$ cat src/rtl/unsigned_seq_mul_rs.sv
// rtl/unsigned_seq_mul_rs.sv - sequential unsigned right-shift shift-and-add multiplier
//
// Purpose: multiplies two N-bit unsigned operands over N clock cycles, one
// add/shift iteration per rising edge, using an accumulator/multiplier pair
// that shifts right together. A one-cycle load pulse samples the operands and
// (re)starts the computation; done flags the final product.
//
// Ports:
//   clk     - rising-edge clock
//   rst     - asynchronous active-high reset
//   load    - start pulse; a and b are sampled on the edge where load=1
//   a       - multiplicand (unsigned, N bits)
//   b       - multiplier (unsigned, N bits)
//   product - registered {ACC, Q}; equals a*b when done=1
//   done    - high while product holds the final result

module unsigned_seq_mul_rs #(
  parameter int N = 6
) (
  input  logic           clk,
  input  logic           rst,
  input  logic           load,
  input  logic [N-1:0]   a,
  input  logic [N-1:0]   b,
  output logic [2*N-1:0] product,
  output logic           done
);

  localparam int CW = $clog2(N + 1);
  localparam logic [CW-1:0] LAST_CNT = CW'(N - 1);

  logic [N-1:0]  r_m;
  logic [N-1:0]  r_acc;
  logic          r_c;
  logic [N-1:0]  r_q;
  logic [CW-1:0] r_cnt;
  logic          r_busy;
  logic          r_done;

  // Carry-extended partial sum {C, ACC}; the multiplicand is added only when
  // the current multiplier LSB is set.
  logic [N:0]    w_sum;

  always_comb begin
    w_sum = {1'b0, r_acc} + {1'b0, (r_q[0] ? r_m : {N{1'b0}})};
  end

  always_ff @(posedge clk or posedge rst) begin
    if (rst) begin
      r_m    <= '0;
      r_acc  <= '0;
      r_c    <= 1'b0;
      r_q    <= '0;
      r_cnt  <= '0;
      r_busy <= 1'b0;
      r_done <= 1'b0;
    end else if (load) begin
      // Load wins over an in-flight iteration, so a new pulse aborts and restarts.
      r_m    <= a;
      r_q    <= b;
      r_acc  <= '0;
      r_c    <= 1'b0;
      r_cnt  <= '0;
      r_busy <= 1'b1;
      r_done <= 1'b0;
    end else if (r_busy) begin
      // Shift {C, sum, Q} right by one: the sum's LSB drops into Q's MSB and
      // the carry position refills with zero.
      r_c   <= 1'b0;
      r_acc <= w_sum[N:1];
      r_q   <= {w_sum[0], r_q[N-1:1]};
      r_cnt <= r_cnt + 1'b1;
      if (r_cnt == LAST_CNT) begin
        r_busy <= 1'b0;
        r_done <= 1'b1;
      end
    end
  end

  assign product = {r_acc, r_q};
  assign done    = r_done;

endmodule

$ cat config.mk
export PLATFORM = sky130hd
export DESIGN_NAME = unsigned_seq_mul_rs
export DESIGN_NICKNAME = d
export VERILOG_FILES = /design/src/rtl/unsigned_seq_mul_rs.sv
export SDC_FILE = /design/constraint.sdc
export NUM_CORES = 1
export LEC_CHECK = 0
export ABC_AREA = 1
export ABC_CLOCK_PERIOD_IN_PS = 2000
export CAP_MARGIN = 20
export CORE_ASPECT_RATIO = 1.75
export CORE_UTILIZATION = 49
export CTS_CLUSTER_SIZE = 30
export DETAILED_ROUTE_END_ITERATION = 6
export GPL_ROUTABILITY_DRIVEN = 0
export MAX_ROUTING_LAYER = met4
export PLACE_DENSITY = 0.75
export SLEW_MARGIN = 10
export SYNTH_ARGS = -nofsm -noshare
export SYNTH_HDL_FRONTEND = slang
export SYNTH_SLANG_ARGS = --single-unit
$ cat constraint.sdc
create_clock -name clk -period 2 [get_ports clk]
set_input_delay 0.4 -clock clk [delete_from_list [all_inputs] [get_ports clk]]
set_output_delay 0.4 -clock clk [all_outputs]
set_load 0.005 [all_outputs]
-- Word level (Yosys, flattened, before mapping)
Cells that the tools add are included.
- $add $sub $neg: 2
- eq/ne operators: 1
- muxes and demuxes: 13
- reductions and logical operators: 3
- operators by type and width (operator ; count):
    6-bit 2-to-1 mux ; 5
    6-bit by 6-bit adder with 7-bit output ; 1
    1-bit 2-to-1 mux ; 6
    3-bit 2-to-1 mux ; 2
    2-bit nonzero test ; 2
    3-bit by 1-bit adder with 3-bit output, second input constant ; 1
    3-bit equality test, second input constant ; 1
    2-bit AND reduction ; 1
- flip-flop bits (word level): 23
- input port bits: 15
- output and inout port bits: 13
- logic and storage cells: 25

-- Longest topological paths before layout
Gate-level depths: netlist (run 1).
- depth in word-level cells: 4
- gate-level depth with buffers: 11
- depth with buffers taken out: 11

-- Worst setup path after synthesis (run 1)
OpenSTA, ideal clock, no wires.
- path type: register -> register
- start point: register r_q[0]
- end point: register r_acc[3]
- setup time: 121 ps
- arrival time: 1478 ps
- path slack: 400 ps
- cell stages (with the launch flop): 12
- clock period less this slack: 1600 ps
- path through: dfrtp_1 -> nand2_1 -> inv_1 -> ha_1 -> inv_1 -> fa_1 -> inv_1 -> nand3_1 -> nand2_1 -> nand2_1 -> nand2_1 -> o21ai_1
- word-level cells in the longest chain between the ends: 4
- ends and longest elaborated chain (what ; RTL line ; source):
    start, declared ; 35 ; logic [N-1:0] r_q;
    start signal, assigned ; 71 ; r_q <= {w_sum[0], r_q[N-1:1]};
    6-bit 2-to-1 mux ; 45 ; w_sum = {1'b0, r_acc} + {1'b0, (r_q[0] ? r_m : {N{1'b0}})};
    6-bit by 6-bit adder with 7-bit output ; 45 ;
    6-bit 2-to-1 mux ; 66 ; end else if (r_busy) begin
    6-bit 2-to-1 mux ; 57 ; end else if (load) begin
    end signal, assigned ; 70 ; r_acc <= w_sum[N:1];
    end, declared ; 33 ; logic [N-1:0] r_acc;
No other way between the ends. The select of a mux whose other input is x is not followed.
A chain may end at the register's enable or synchronous reset.

-- Worst setup path in the final report (run 1)
- start point: register r_q[0]
- end point: output port product[0]
- RTL lines (what ; RTL line ; source):
    end, declared ; 25 ; output logic [2*N-1:0] product,
No word-level cell between the ends.

==> impl_metrics.py, run 1 <==
metrics = {
    "floorplanning": {
        "fp.dieH_um": 68.3,
        "die-area_sq_um": 2720,
        "initial_core_util_pct": 52.8,
        "io_pins": 28,
        "core_area_sq_um": 2330,
        "fp-row-count": 23,
        "dieWidth_um": 39.9,
    },
    "placed_design": {
        "pre_cts_ws_ns": 0.350,
        "port_buffers": 27,
        "dpl.cell_count": 202,
        "place_hpwl_mm": 2.08,
    },
    "setup_path": {
        "crit_family": "buffers and inverters",
        "worst_path_largest_cell_delay_ns": 0.50,
        "critPathKind": "reg -> out",
        "end_kind": "output pin",
        "worst_setup_path_start_kind": "flip-flop",
        "cp_data_arrival_time_ns": 1.25,
        "slowest_stage": "clkdlybuf4s50_1",
        "crit_buf_inv": 2,
        "cp_cell_sequence": "buf_4, clkdlybuf4s50_1",
        "cp.required_ns": 1.60,
        "crit_path_max_fanout": 7,
    },
    "global_route": {
        "grt_usage_pct": 24.4,
        "grt.overflow.total": 0,
        "grt_pass1_vias": 1047,
        "grt_max_degree": 24,
        "grt_pass1_wl_mm": 4.44,
        "antenna_found_initial": 0,
    },
    "flow_run": {
        "cap_violations": 0,
    },
    "timing": {
        "timing.hold.ws_ns": 0.465,
        "finalClockSkew_ns": 0.00771,
        "period_needed_ns": 1.65,
        "rsz0062_at_grt": "false",
        "finalWorstSetupSlack_ns": 0.348,
        "drv_slew": 0,
        "tightest_slew_ns": 0.332,
        "fmax_ghz": 0.605,
        "slew_headroom_pct": 77.8,
        "finalCritPeriodShare_pct": 82.6,
        "setup_viol_count_final": 0,
        "fin_tns_setup_ns": 0,
        "hold_viol_final": 0,
    },
    "min_path": {
        "hold_class": "in -> async",
    },
    "clocking": {
        "clkLatencyLatePin_ns": 0.27,
        "post_cts_resized": 0,
        "cts-buffers-inserted": 3,
        "post_cts_buffers": 0,
        "cts_tree": "built",
        "htree_levels": 1,
        "cts_sinks": 23,
        "cts.hold.buffers_added": 0,
        "cts_buffer_depth": 2,
        "clk_pin_slew_ns": 0.09,
        "cts-root-buf": "clkbuf_8",
    },
    "yosys": {
        "ys_warn_count": 0,
        "yosysTopAreaCellShare_pct": 46.8,
        "ys_ff_latch": 23,
        "ys_seq_area_share_pct": 46.8,
        "yosys.area_share.simple_pct": 22.5,
        "synthesis.nets": 173,
        "muxShareOfSynthArea_pct": 0,
        "synth-xor-area-share_pct": 0.712,
        "synth_top_family_by_area": "simple AND/OR/NAND/NOR gates",
        "synth_adder_area_share_pct": 9.77,
        "synth_area_per_cell_sq_um": 8.25,
        "synth_compound_area_share_pct": 10.8,
        "netlist_top_cells_area": "dfrtp_1, nand2_1, ha_1",
        "synthesis.area_sq_um": 1230,
        "synth.distinct_cells": 23,
        "yosysTopAreaCell": "dfrtp_1",
        "synth_cells": 149,
    },
    "layout": {
        "fillCellCount": 198,
        "drive_gt1_share_pct": 6.63,
        "final_cell_count_no_fill": 206,
        "layout_commonest_cell": "nand2_1",
        "postLayoutCoreUtil_pct": 68.1,
        "final-seq-area_sq_um": 576,
        "multiInputGateArea_sq_um": 538,
        "area_delta_synth_final_pct": 29.0,
        "final_cell_mix": "nand2_1, clkdlybuf4s50_1, dfrtp_1",
        "fin_nets": 206,
        "diodes": 0,
    },
    "routing": {
        "totalWireLength_mm": 2.59,
        "wl_per_cell_um": 12.6,
        "drt-vias-per-instance": 5.16,
        "drtAntennaViolNets": 0,
        "num_vias": 1063,
        "drcViolationCount": 0,
        "drt_iter0_markers": 25,
        "drt-pass1-iter-count": 4,
    },
    "pwr": {
        "power_density_nw_per_um2": 668,
        "peakVddDrop_v": 0.000509,
        "leakage_nw": 0.815,
    },
    "run_status": {
        "status": "completed",
    },
}
[cells in the mapped netlist (all sizes together)]
library cell,instances
nand4,1
o221ai,4
nand2,54
nand3,5
o211ai,1
o22ai,3
ha,8
buf,3
a31oi,1
inv,24
dfrtp,23
nor3,1
fa,1
o21ai,7
a21oi,6
xor2,1
nor2,6
[layout make-up]
cell class,instances,share of cell area [%]
clock buffers,3,2.60
clock inverters,1,0.315
multi-input cells,99,33.9
flip-flops and latches,23,36.3
inverters,24,5.99
repair buffers,31,18.9
well taps,25,1.97
[layer usage]
metal  vias up  share of wire, %  track usage (%)
li1        538                 -                -
met1       499                40             27.2
met2        24                56             42.1
met3         2               2.4             1.95
met4         0              0.85             10.3
met5         -                 0                -
[through the flow]
step	cell area, sq um	power [W]
2_1_floorplan	1230	0.000666
3_3_place_gp	1540	0.000778
3_5_place_dp	1540	0.000785
4_1_cts	1590	0.00107
5_1_grt	1590	0.00112
6_report	1590	0.00106
[kinds of logic after synthesis]
group / Yosys count
AND/OR/NAND/NOR: 67
flip-flops: 23
XOR/XNOR: 1
buffers and inverters: 27
AO/OA/AOI/OAI: 22
adder cells (fa/ha/maj): 9
[where the power goes]
part	internal [W]	switching [W]
Combinational	0.000122	0.000114
Clock	0.000139	0.000149
Sequential	0.000507	0.0000288
[sequential cells by signal, summed over array words and instances, names as in the netlist]
signal and count:
done 1, r_acc 6, r_busy 1, r_cnt 3, r_m 6, r_q 6
[final timing paths]
path	start	to	slack [ns]	depth (start not counted)
setup reg to reg	r_m[0]$_DFFE_PP0P_	r_acc[3]$_DFFE_PP0P_	0.36	11
hold / removal	rst	r_acc[3]$_DFFE_PP0P_	0.47	3
hold reg to reg	r_m[5]$_DFFE_PP0P_	r_m[5]$_DFFE_PP0P_	0.49	2
max in group asynchronous	rst	r_cnt[1]$_DFFE_PP0P_	1.30	3
min in group clk	r_m[5]$_DFFE_PP0P_	r_m[5]$_DFFE_PP0P_	0.49	2
setup / recovery	r_q[0]$_DFFE_PP0P_	product[0]	0.35	2
[worst register-to-register path, stage by stage, from the launching register on]
cell and delay, ns:
dfrtp_1 0.37, nand2_1 0.07, inv_1 0.05, ha_1 0.15, inv_1 0.07, fa_1 0.43
inv_1 0.08, nand3_1 0.07, nand2_1 0.10, nand2_1 0.05, nand2_1 0.05, o21ai_1 0.05
No activity file was read; power rests on OpenSTA's default activity.
==> run 2: changes to the inputs <==
--- a/config.mk
+++ b/config.mk
@@ -6,15 +6,15 @@
 export NUM_CORES = 1
 export LEC_CHECK = 0
 export ABC_AREA = 1
-export ABC_CLOCK_PERIOD_IN_PS = 2000
+export ABC_CLOCK_PERIOD_IN_PS = 1370
 export CAP_MARGIN = 20
 export CORE_ASPECT_RATIO = 1.75
-export CORE_UTILIZATION = 49
+export CORE_UTILIZATION = 44
 export CTS_CLUSTER_SIZE = 30
 export DETAILED_ROUTE_END_ITERATION = 6
 export GPL_ROUTABILITY_DRIVEN = 0
 export MAX_ROUTING_LAYER = met4
-export PLACE_DENSITY = 0.75
+export PLACE_DENSITY = 0.71
 export SLEW_MARGIN = 10
 export SYNTH_ARGS = -nofsm -noshare
 export SYNTH_HDL_FRONTEND = slang
==> constraint.sdc (replaced) <==
create_clock -name clk -period 1.37 [get_ports clk]
set_input_delay 0.274 -clock clk [delete_from_list [all_inputs] [get_ports clk]]
set_output_delay 0.274 -clock clk [all_outputs]
set_load 0.005 [all_outputs]
==> run 2 against run 1 <==
  * The flow now finishes with violations (setup timing)
  * Setup slack worse by 0.56 ns
  * Sequential cell count stayed put
  * Hold slack worse by 0.12 ns
  * First-iteration DRC count is 24% higher
==> impl_metrics.py, run 2 (synthesis results as in run 1) <==
metrics = {
    "layout": {
        "multiInputGateArea_sq_um": 678,
        "area_delta_synth_final_pct": 54.1,
        "final-seq-area_sq_um": 577,
        "final_cell_mix": "nand2_1, buf_4, dfrtp_1",
        "reg.largest.list": "r_acc: 6 flops, r_m: 6 flops, r_q: 6 flops",
        "drive_gt1_share_pct": 32.0,
        "fin_nets": 228,
        "layout_commonest_cell": "nand2_1",
        "postLayoutCoreUtil_pct": 70.5,
        "fillCellCount": 215,
        "diodes": 0,
    },
    "timing": {
        "hold_viol_final": 0,
        "setup_viol_count_final": 6,
        "slew_headroom_pct": 78.5,
        "finalCritPeriodShare_pct": 116,
        "tightest_slew_ns": 0.322,
        "fin_tns_setup_ns": -0.869,
        "period_needed_ns": 1.59,
        "finalClockSkew_ns": 0.00416,
        "drv_slew": 0,
        "timing.hold.ws_ns": 0.341,
        "fmax_ghz": 0.631,
        "finalWorstSetupSlack_ns": -0.216,
        "rsz0062_at_grt": "true",
    },
    "global_route": {
        "grt.overflow.total": 0,
        "grt_usage_pct": 22.0,
        "grt_pass1_wl_mm": 4.99,
        "grt_pass1_vias": 1198,
        "antenna_found_initial": 0,
        "grt_max_degree": 24,
    },
    "placed_design": {
        "pre_cts_ws_ns": -0.205,
        "port_buffers": 27,
        "place_hpwl_mm": 2.28,
    },
    "floorplanning": {
        "initial_core_util_pct": 45.7,
        "fp.dieH_um": 71.9,
        "dieWidth_um": 42.0,
        "die-area_sq_um": 3020,
        "fp-row-count": 25,
        "io_pins": 28,
        "core_area_sq_um": 2690,
    },
    "pwr": {
        "p_total_w": 0.00171,
        "peakVddDrop_v": 0.000984,
        "power_density_nw_per_um2": 900,
        "leakage_nw": 0.981,
    },
    "clocking": {
        "clk_pin_slew_ns": 0.08,
        "htree_levels": 1,
        "clkLatencyLatePin_ns": 0.26,
        "cts-buffers-inserted": 3,
        "cts_sinks": 23,
        "cts_tree": "built",
        "cts.hold.buffers_added": 0,
        "cts-root-buf": "clkbuf_8",
        "cts_buffer_depth": 2,
    },
    "setup_path": {
        "cp_data_arrival_time_ns": 1.74,
        "cp.required_ns": 1.53,
        "worst_setup_path_start_kind": "flip-flop",
        "critPathKind": "reg -> reg",
        "end_kind": "flip-flop",
        "crit_path_max_fanout": 3,
    },
    "routing": {
        "totalWireLength_mm": 3.29,
        "drtAntennaViolNets": 0,
        "drt-pass1-iter-count": 4,
        "drt_iter0_markers": 31,
        "wl_per_cell_um": 14.3,
        "num_vias": 1200,
        "drcViolationCount": 0,
        "drt-vias-per-instance": 5.22,
    },
    "run_status": {
        "status": "complete, but fails checks",
        "violations": "setup timing",
    },
    "flow_run": {
        "cap_violations": 0,
    },
    "min_path": {
        "hold_class": "in -> async",
    },
}
## run 2: final cells by class
type / instances / share of cell area, %
multi-input cells: 99 / 35.8
flip-flops and latches: 23 / 30.4
repair buffers: 53 / 24.6
inverters: 24 / 5.02
clock buffers: 4 / 2.38
well taps: 27 / 1.78
## run 2: worst paths after layout
path | startpoint | depth (start not counted) | end | slack, ns
hold reg to reg | r_m[5]$_DFFE_PP0P_ | 2 | r_m[5]$_DFFE_PP0P_ | 0.48
min in group clk | r_m[5]$_DFFE_PP0P_ | 2 | r_m[5]$_DFFE_PP0P_ | 0.48
hold / removal | rst | 3 | r_acc[4]$_DFFE_PP0P_ | 0.34
max in group asynchronous | rst | 3 | r_q[0]$_DFFE_PP0P_ | 0.78
setup / recovery | r_q[0]$_DFFE_PP0P_ | 11 | r_acc[3]$_DFFE_PP0P_ | -0.22
setup reg to reg | r_q[0]$_DFFE_PP0P_ | 11 | r_acc[3]$_DFFE_PP0P_ | -0.22
## run 2: metrics by stage
step,cell area [sq um],cells
2_1_floorplan,1270,149
3_3_place_gp,1690,216
3_5_place_dp,1690,216
4_1_cts,1780,226
5_1_grt,1900,230
6_report,1900,230
## run 2: routing by layer
layer  GRT usage [%]  routed length, um  vias up
met1            22.1               1180      562
met5               -                  0        -
li1                -                  -      585
met4            10.4                120        0
met3            2.24                 99       12
met2            41.5               1890       41
## run 2: repair_timing
item	in CTS	in global routing
pin swaps	5	11
setup endpoints to repair	19	7
gates cloned	0	0
hold endpoints to repair	0	0
buffers inserted	6	4
resized for setup	19	27
## run 2: worst max-delay path, cell delays in order (launching register included)
cell	delay (ns)
dfrtp_2	0.38
nand2_1	0.06
inv_1	0.06
ha_2	0.18
inv_2	0.04
fa_2	0.37
inv_2	0.08
nand3_2	0.07
nand2_2	0.07
nand2_1	0.05
nand2_1	0.06
o21ai_1	0.05
## run 2: power by group
group | total [W] | switching [W] | leakage [nW] | internal [W]
Sequential | 0.000786 | 0.0000459 | 0.288 | 0.000740
Combinational | 0.000500 | 0.000234 | 0.670 | 0.000266
Clock | 0.000421 | 0.000213 | 0.0228 | 0.000208
Total | 0.00171 | 0.000493 | 0.981 | 0.00121
==> run 3: changes to the inputs <==
--- a/config.mk
+++ b/config.mk
@@ -15,7 +15,6 @@
 export GPL_ROUTABILITY_DRIVEN = 0
 export MAX_ROUTING_LAYER = met4
 export PLACE_DENSITY = 0.71
-export SLEW_MARGIN = 10
 export SYNTH_ARGS = -nofsm -noshare
 export SYNTH_HDL_FRONTEND = slang
 export SYNTH_SLANG_ARGS = --single-unit
==> results of run 3 <==
Final layout, timing and power as in run 2 (identical DEF).
